==> config.mk <==
export PLATFORM = sky130hd
export DESIGN_NAME = round_pipe_flat
export DESIGN_NICKNAME = d
export VERILOG_FILES = /design/src/rtl/round_pipe_if.sv /design/src/rtl/round_pipe.sv /design/src/flat_wrapper.sv
export SDC_FILE = /design/constraint.sdc
export NUM_CORES = 1
export LEC_CHECK = 0
export ABC_AREA = 1
export CAP_MARGIN = 20
export CORE_UTILIZATION = 45
export CTS_CLUSTER_SIZE = 10
export DETAILED_ROUTE_END_ITERATION = 8
export DONT_BUFFER_PORTS = 1
export PLACE_DENSITY = 0.63
export RECOVER_POWER = 50
export SYNTH_ARGS = -nofsm -noshare
export SYNTH_HDL_FRONTEND = slang
export SYNTH_SLANG_ARGS = --single-unit
==> constraint.sdc <==
create_clock -name clk -period 2.95 [get_ports clk]
set_input_delay 0.59 -clock clk [delete_from_list [all_inputs] [get_ports clk]]
set_output_delay 0.59 -clock clk [all_outputs]
set_load 0.02 [all_outputs]
==> src/rtl/round_pipe_if.sv <==
// Handshake/data bundle between the divide/sqrt iteration engine, the
// rounding pipe and the normaliser/packer. The rounder is the slave side.
interface round_pipe_if #(
    parameter int WIDTH = 28
);
    logic             in_valid;
    logic             in_ready;
    logic [WIDTH-1:0] x;
    logic             sign;
    logic             rem_neg;
    logic             rem_zero;
    logic [2:0]       mode;

    logic             out_valid;
    logic             out_ready;
    logic [WIDTH-1:0] y;
    logic             y_sign;
    logic             inexact;
    logic             carry_out;
    logic [15:0]      inexact_cnt;

    modport master (
        output in_valid, x, sign, rem_neg, rem_zero, mode, out_ready,
        input  in_ready, out_valid, y, y_sign, inexact, carry_out, inexact_cnt
    );

    modport slave (
        input  in_valid, x, sign, rem_neg, rem_zero, mode, out_ready,
        output in_ready, out_valid, y, y_sign, inexact, carry_out, inexact_cnt
    );
endinterface

==> src/rtl/round_pipe.sv <==
// round_pipe: two-stage valid/ready rounding unit for the divide/sqrt
// datapath. Stage 1 folds the remainder status into guard/sticky bits,
// stage 2 applies the selected rounding mode and registers the result.
// Optional macro ROUND_INEXACT_CNT_EN builds a saturating 16-bit counter
// of inexact results; without it inexact_cnt is tied to zero.
module round_pipe #(
    parameter int WIDTH = 28,
    parameter int ULP   = 4
) (
    input logic        clk,
    input logic        rst_n,
    round_pipe_if.slave bus
);

    localparam int QW = WIDTH - ULP;

    typedef enum logic [2:0] {
        RNE = 3'd0,
        RZ  = 3'd1,
        RDN = 3'd2,
        RUP = 3'd3,
        RNA = 3'd4
    } round_mode_e;

    // handshake
    logic s2_can_load;
    logic in_ready;
    logic accept;
    logic s1_adv;

    // stage 1 (adjust) registers
    logic          s1_valid_q, s1_valid_d;
    logic [QW-1:0] s1_xh_q,    s1_xh_d;
    logic          s1_g_q,     s1_g_d;
    logic          s1_s_q,     s1_s_d;
    logic          s1_sign_q,  s1_sign_d;
    logic [2:0]    s1_mode_q,  s1_mode_d;

    // stage 2 (round) registers, which are the block outputs
    logic             out_valid_q, out_valid_d;
    logic [WIDTH-1:0] y_q,         y_d;
    logic             y_sign_q,    y_sign_d;
    logic             inexact_q,   inexact_d;
    logic             carry_q,     carry_d;

    // combinational datapath
    logic [WIDTH-1:0] xa;
    logic             rs;
    logic             inc;
    logic [QW:0]      sum;

    // Ready chain: a stage may load when empty or when it drains this cycle.
    always_comb begin
        s2_can_load = ~out_valid_q | bus.out_ready;
        in_ready    = ~s1_valid_q | s2_can_load;
        accept      = bus.in_valid & in_ready;
        s1_adv      = s1_valid_q & s2_can_load;
    end

    // Fold remainder status into the magnitude: below x means x-1 plus sticky.
    always_comb begin
        xa = bus.x;
        rs = 1'b1;
        if (bus.rem_zero) begin
            rs = 1'b0;
        end else if (bus.rem_neg) begin
            xa = bus.x - WIDTH'(1);
        end
    end

    // Stage 1 next state: capture kept bits, guard and sticky on accept.
    always_comb begin
        s1_valid_d = in_ready ? bus.in_valid : s1_valid_q;
        s1_xh_d    = s1_xh_q;
        s1_g_d     = s1_g_q;
        s1_s_d     = s1_s_q;
        s1_sign_d  = s1_sign_q;
        s1_mode_d  = s1_mode_q;
        if (accept) begin
            s1_xh_d   = xa[WIDTH-1:ULP];
            s1_g_d    = xa[ULP-1];
            s1_s_d    = (|xa[ULP-2:0]) | rs;
            s1_sign_d = bus.sign;
            s1_mode_d = bus.mode;
        end
    end

    // Rounding decision and increment; L is the lowest kept bit.
    always_comb begin
        inc = 1'b0;
        case (s1_mode_q)
            RNE:     inc = s1_g_q & (s1_s_q | s1_xh_q[0]);
            RZ:      inc = 1'b0;
            RDN:     inc = s1_sign_q & (s1_g_q | s1_s_q);
            RUP:     inc = ~s1_sign_q & (s1_g_q | s1_s_q);
            RNA:     inc = s1_g_q;
            default: inc = 1'b0;
        endcase
        sum = {1'b0, s1_xh_q} + {{QW{1'b0}}, inc};
    end

    // Stage 2 next state: outputs hold while stalled, reload when drained.
    always_comb begin
        out_valid_d = out_valid_q;
        y_d         = y_q;
        y_sign_d    = y_sign_q;
        inexact_d   = inexact_q;
        carry_d     = carry_q;
        if (s2_can_load) begin
            out_valid_d = s1_valid_q;
        end
        if (s1_adv) begin
            y_d       = {sum[QW-1:0], {ULP{1'b0}}};
            y_sign_d  = s1_sign_q;
            inexact_d = s1_g_q | s1_s_q;
            carry_d   = sum[QW];
        end
    end

    // Pipeline registers with synchronous active-low reset.
    always_ff @(posedge clk) begin
        if (!rst_n) begin
            s1_valid_q  <= 1'b0;
            s1_xh_q     <= '0;
            s1_g_q      <= 1'b0;
            s1_s_q      <= 1'b0;
            s1_sign_q   <= 1'b0;
            s1_mode_q   <= '0;
            out_valid_q <= 1'b0;
            y_q         <= '0;
            y_sign_q    <= 1'b0;
            inexact_q   <= 1'b0;
            carry_q     <= 1'b0;
        end else begin
            s1_valid_q  <= s1_valid_d;
            s1_xh_q     <= s1_xh_d;
            s1_g_q      <= s1_g_d;
            s1_s_q      <= s1_s_d;
            s1_sign_q   <= s1_sign_d;
            s1_mode_q   <= s1_mode_d;
            out_valid_q <= out_valid_d;
            y_q         <= y_d;
            y_sign_q    <= y_sign_d;
            inexact_q   <= inexact_d;
            carry_q     <= carry_d;
        end
    end

`ifdef ROUND_INEXACT_CNT_EN
    logic [15:0] inexact_cnt_q, inexact_cnt_d;

    // Count inexact results as they leave; sticks at all-ones.
    always_comb begin
        inexact_cnt_d = inexact_cnt_q;
        if (out_valid_q && bus.out_ready && inexact_q && (inexact_cnt_q != '1)) begin
            inexact_cnt_d = inexact_cnt_q + 16'd1;
        end
    end

    // Counter register, cleared only by reset.
    always_ff @(posedge clk) begin
        if (!rst_n) begin
            inexact_cnt_q <= '0;
        end else begin
            inexact_cnt_q <= inexact_cnt_d;
        end
    end

    assign bus.inexact_cnt = inexact_cnt_q;
`else
    assign bus.inexact_cnt = '0;
`endif

    assign bus.in_ready  = in_ready;
    assign bus.out_valid = out_valid_q;
    assign bus.y         = y_q;
    assign bus.y_sign    = y_sign_q;
    assign bus.inexact   = inexact_q;
    assign bus.carry_out = carry_q;

endmodule

==> src/flat_wrapper.sv <==
// flat-port wrapper written by rule: the top's interface ports become plain ports
module round_pipe_flat 
#(
    parameter int WIDTH = 28,
    parameter int ULP   = 4
)
  (clk, rst_n, bus_in_valid, bus_x, bus_sign, bus_rem_neg, bus_rem_zero, bus_mode, bus_out_ready, bus_in_ready, bus_out_valid, bus_y, bus_y_sign, bus_inexact, bus_carry_out, bus_inexact_cnt);
  round_pipe_if #(.WIDTH(WIDTH)) bus_i ();
  input logic clk;
  input logic rst_n;
  input wire logic [$bits(bus_i.in_valid)-1:0] bus_in_valid;
  input wire logic [$bits(bus_i.x)-1:0] bus_x;
  input wire logic [$bits(bus_i.sign)-1:0] bus_sign;
  input wire logic [$bits(bus_i.rem_neg)-1:0] bus_rem_neg;
  input wire logic [$bits(bus_i.rem_zero)-1:0] bus_rem_zero;
  input wire logic [$bits(bus_i.mode)-1:0] bus_mode;
  input wire logic [$bits(bus_i.out_ready)-1:0] bus_out_ready;
  output wire logic [$bits(bus_i.in_ready)-1:0] bus_in_ready;
  output wire logic [$bits(bus_i.out_valid)-1:0] bus_out_valid;
  output wire logic [$bits(bus_i.y)-1:0] bus_y;
  output wire logic [$bits(bus_i.y_sign)-1:0] bus_y_sign;
  output wire logic [$bits(bus_i.inexact)-1:0] bus_inexact;
  output wire logic [$bits(bus_i.carry_out)-1:0] bus_carry_out;
  output wire logic [$bits(bus_i.inexact_cnt)-1:0] bus_inexact_cnt;
  assign bus_i.in_valid = bus_in_valid;
  assign bus_i.x = bus_x;
  assign bus_i.sign = bus_sign;
  assign bus_i.rem_neg = bus_rem_neg;
  assign bus_i.rem_zero = bus_rem_zero;
  assign bus_i.mode = bus_mode;
  assign bus_i.out_ready = bus_out_ready;
  assign bus_in_ready = bus_i.in_ready;
  assign bus_out_valid = bus_i.out_valid;
  assign bus_y = bus_i.y;
  assign bus_y_sign = bus_i.y_sign;
  assign bus_inexact = bus_i.inexact;
  assign bus_carry_out = bus_i.carry_out;
  assign bus_inexact_cnt = bus_i.inexact_cnt;
  round_pipe #(.WIDTH(WIDTH), .ULP(ULP)) u_core (.clk(clk), .rst_n(rst_n), .bus(bus_i));
endmodule
==> results.yml <==
clocking:
  cts_htree_levels: 3
  cts_made_buffers: 9
  clock_path_buffers: 2
  holdBufCountCts: 0
  clkSinkCount: 59
  cts_tree: "done"
  postCtsSetupBuffers: 0
  cts_resized: 0
  path_clk_slew_ps: 80
  root_buffer: "clkbuf_8"
  insertion_delay_ps: 340
floorplan:
  ioPinCount: 87
  dieArea_um2: 9250
  die_w_um: 96.2
  dieHeight_um: 96.2
  row_count: 33
  initial_core_util_pct: 47.6
  coreArea_um2: 8380
critical_path:
  startpoint: "u_core.bus.out_valid$_SDFFE_PN0P_"
  reg2regPathDepth: 5
  crit_path_end_kind: "register"
  path_max_fanout: 45
  rr_startpoint: "u_core.bus.out_valid$_SDFFE_PN0P_"
  cp-start-kind: "register"
  crit_arrival_ps: 2410
  worstPathRequired_ps: 3160
  crit_type: "reg -> reg"
pwr:
  power_per_cell_area_nw_per_um2: 481
  vdd_drop_max_mv: 0.221
  leakagePower_nw: 1.87
grt:
  grt_max_degree: 46
  overflow: 0
  track_usage_pct: 23.8
  grt_pass1_wl_mm: 16.7
  grt_pass1_vias: 3553
  grt_antenna_before_repair: 0
drt:
  vias: 3756
  drt_pre_antenna_iters: 5
  drt_iter0_drc: 134
  wl_mm: 10.0
  drc: 0
  ant_nets: 0
  viasPerCell: 5.01
  wl_per_cell_um: 13.4
timing:
  slew-limit-headroom_pct: 43.9
  drv_slew: 0
  hold_viol: 0
  setup_slack_ps: 742
  rsz0062_at_grt: "false"
  setup_tns_ps: 0
  fin_crit_sh_pct: 74.8
  max_slew.worst_pin.slew_ps: 841
  fmax_ghz: 0.453
  finClkSkew_ps: 9.01
  period_needed_ps: 2210
  setup_viol: 0
final_layout:
  finalNetCount: 682
  area_delta_synth_final_pct: 4.98
  drive_gt1_share_pct: 8.84
  post-route-util_pct: 50.0
  antenna-diode-count: 0
placement:
  gp_congestion: 0.979
  place_ws_ps: 745
  numPortBuffers: 0
  post-dp-hpwl_mm: 8.01
worst_hold_path:
  whs_path_depth: 1
  holdCritStartpoint: "bus_rem_zero"
  holdCritPathClass: "in -> reg"
yosys:
  synth_top_family_by_area: "simple AND/OR/NAND/NOR gates"
  synth.ff_latch_count: 59
  synthXorXnorAreaFrac_pct: 2.63
  synth.area.mux_share_pct: 0
  synth_compound_area_share_pct: 10.5
  synthAdderAreaFrac_pct: 1.25
  syn_area_um2: 3990
  yosysUniqueCellTypes: 36
  post_synth.cell_area_avg_um2: 6.20
  ys_seq_area_share_pct: 29.6
  ys.warnings.count: 0
  synth_cells: 644
  synthSimpleGateAreaFrac_pct: 41.2
job:
  cap_violations: 0
outcome:
  status: "finished clean"
-- where the power goes --
part	total, mW	switching [mW]	leakage [nW]	internal [mW]
Combinational	0.257	0.176	1.27	0.0806
Clock	0.826	0.345	0.106	0.480
Sequential	0.935	0.0816	0.488	0.853
Total	2.02	0.603	1.87	1.41
-- state kept, by name (all words and copies together) (netlist names) --
name	count
u_core.bus.y	24
u_core.s1_xh_q	24
u_core.s1_mode_q	3
u_core.bus.carry_out	1
u_core.bus.inexact	1
u_core.bus.out_valid	1
u_core.bus.y_sign	1
u_core.s1_g_q	1
u_core.s1_s_q	1
u_core.s1_sign_q	1
u_core.s1_valid_q	1
-- synthesized netlist by cell type (all sizes together) --
library cell | n | share of area [%]
a21oi | 31 | 3.9
a31oi | 1 | 0.16
and2 | 1 | 0.16
buf | 26 | 4.5
clkbuf | 9 | 1.1
clkinv | 1 | 0.094
conb | 1 | 0.094
dfxtp | 59 | 30
dlymetal6s2s | 1 | 0.31
ha | 4 | 1.3
inv | 92 | 8.7
nand2 | 141 | 14
nand3 | 49 | 6.3
nand3b | 3 | 0.56
nand4 | 12 | 1.9
nor2 | 132 | 14
nor3 | 19 | 3.9
o21ai | 42 | 5.3
o21bai | 3 | 0.56
o221ai | 3 | 0.66
or2 | 2 | 0.31
xnor2 | 1 | 0.22
xor2 | 11 | 2.4
-- layout by cell type (no fill, tap or decap), types with 3 or more instances in the layout --
master / synthesis / layout
a21oi_1: 31 / 31
clkbuf_8: 1 / 9
conb_1: 1 / 20
dfxtp_1: 59 / 59
ha_1: 4 / 4
inv_1: 88 / 88
inv_2: 4 / 4
nand2_1: 130 / 131
nand2_2: 10 / 9
nand3_1: 48 / 48
nand3b_1: 3 / 3
nand4_1: 12 / 12
nor2_1: 118 / 118
nor2_2: 8 / 8
nor2_4: 6 / 6
nor3_1: 11 / 11
nor3_2: 5 / 5
nor3_4: 3 / 3
o21ai_0: 35 / 35
o21ai_1: 7 / 7
o21bai_1: 3 / 3
o221ai_1: 3 / 3
xor2_1: 11 / 11
-- worst max-delay path, cell delays in order (launching register included) --
cell     delay (ps)
dfxtp_1         460
nand3_1         290
nand2_1         520
inv_2           420
o21ai_0         300
a21oi_1          60
-- worst paths after layout --
path | endpoint | slack [ps]
max | u_core.s1_xh_q[15]$_SDFFE_PN0P_ | 740
min | u_core.s1_s_q$_SDFFE_PN0P_ | 350
max reg2reg | u_core.s1_xh_q[15]$_SDFFE_PN0P_ | 740
min reg2reg | u_core.s1_mode_q[1]$_SDFFE_PN0P_ | 480
-- area by class of cell --
type | instances | area (um2)
inverters | 93 | 349
clock inverters | 7 | 101
repair buffers | 2 | 12.5
clock buffers | 9 | 124
flip-flops and latches | 59 | 1180
multi-input cells | 475 | 2290
fillers | 899 | 4190
well taps | 105 | 131
-- stage by stage --
stage                     power (mW)  hold slack (ps)  instances  area (um2)
after global placement          1.21              465        734        3970
after floorplan                 1.18              445        663        4060
after global routing            2.12              332        750        4190
after CTS                       2.04              337        750        4200
final                           2.02              346        750        4190
after detailed placement        1.21              464        734        3970
-- metal layers --
layer | global-route usage [%] | vias to the layer above | share of wire (%)
met5 | 0 | - | 0
met4 | 12.4 | 0 | 3.4
met3 | 4.58 | 23 | 5.8
li1 | - | 1983 | -
met2 | 37.7 | 119 | 44
met1 | 30.5 | 1631 | 47
-- logic make-up (layout without fill, tap and decap cells) --
logic type               after synthesis  in the layout
AND/OR/NAND/NOR                      359            359
adder cells (fa/ha/maj)                4              4
flip-flops                            59             59
other                                  1             20
AO/OA/AOI/OAI                         80             80
buffers and inverters                129            111
XOR/XNOR                              12             12
No activity file was read; power rests on OpenSTA's default activity.
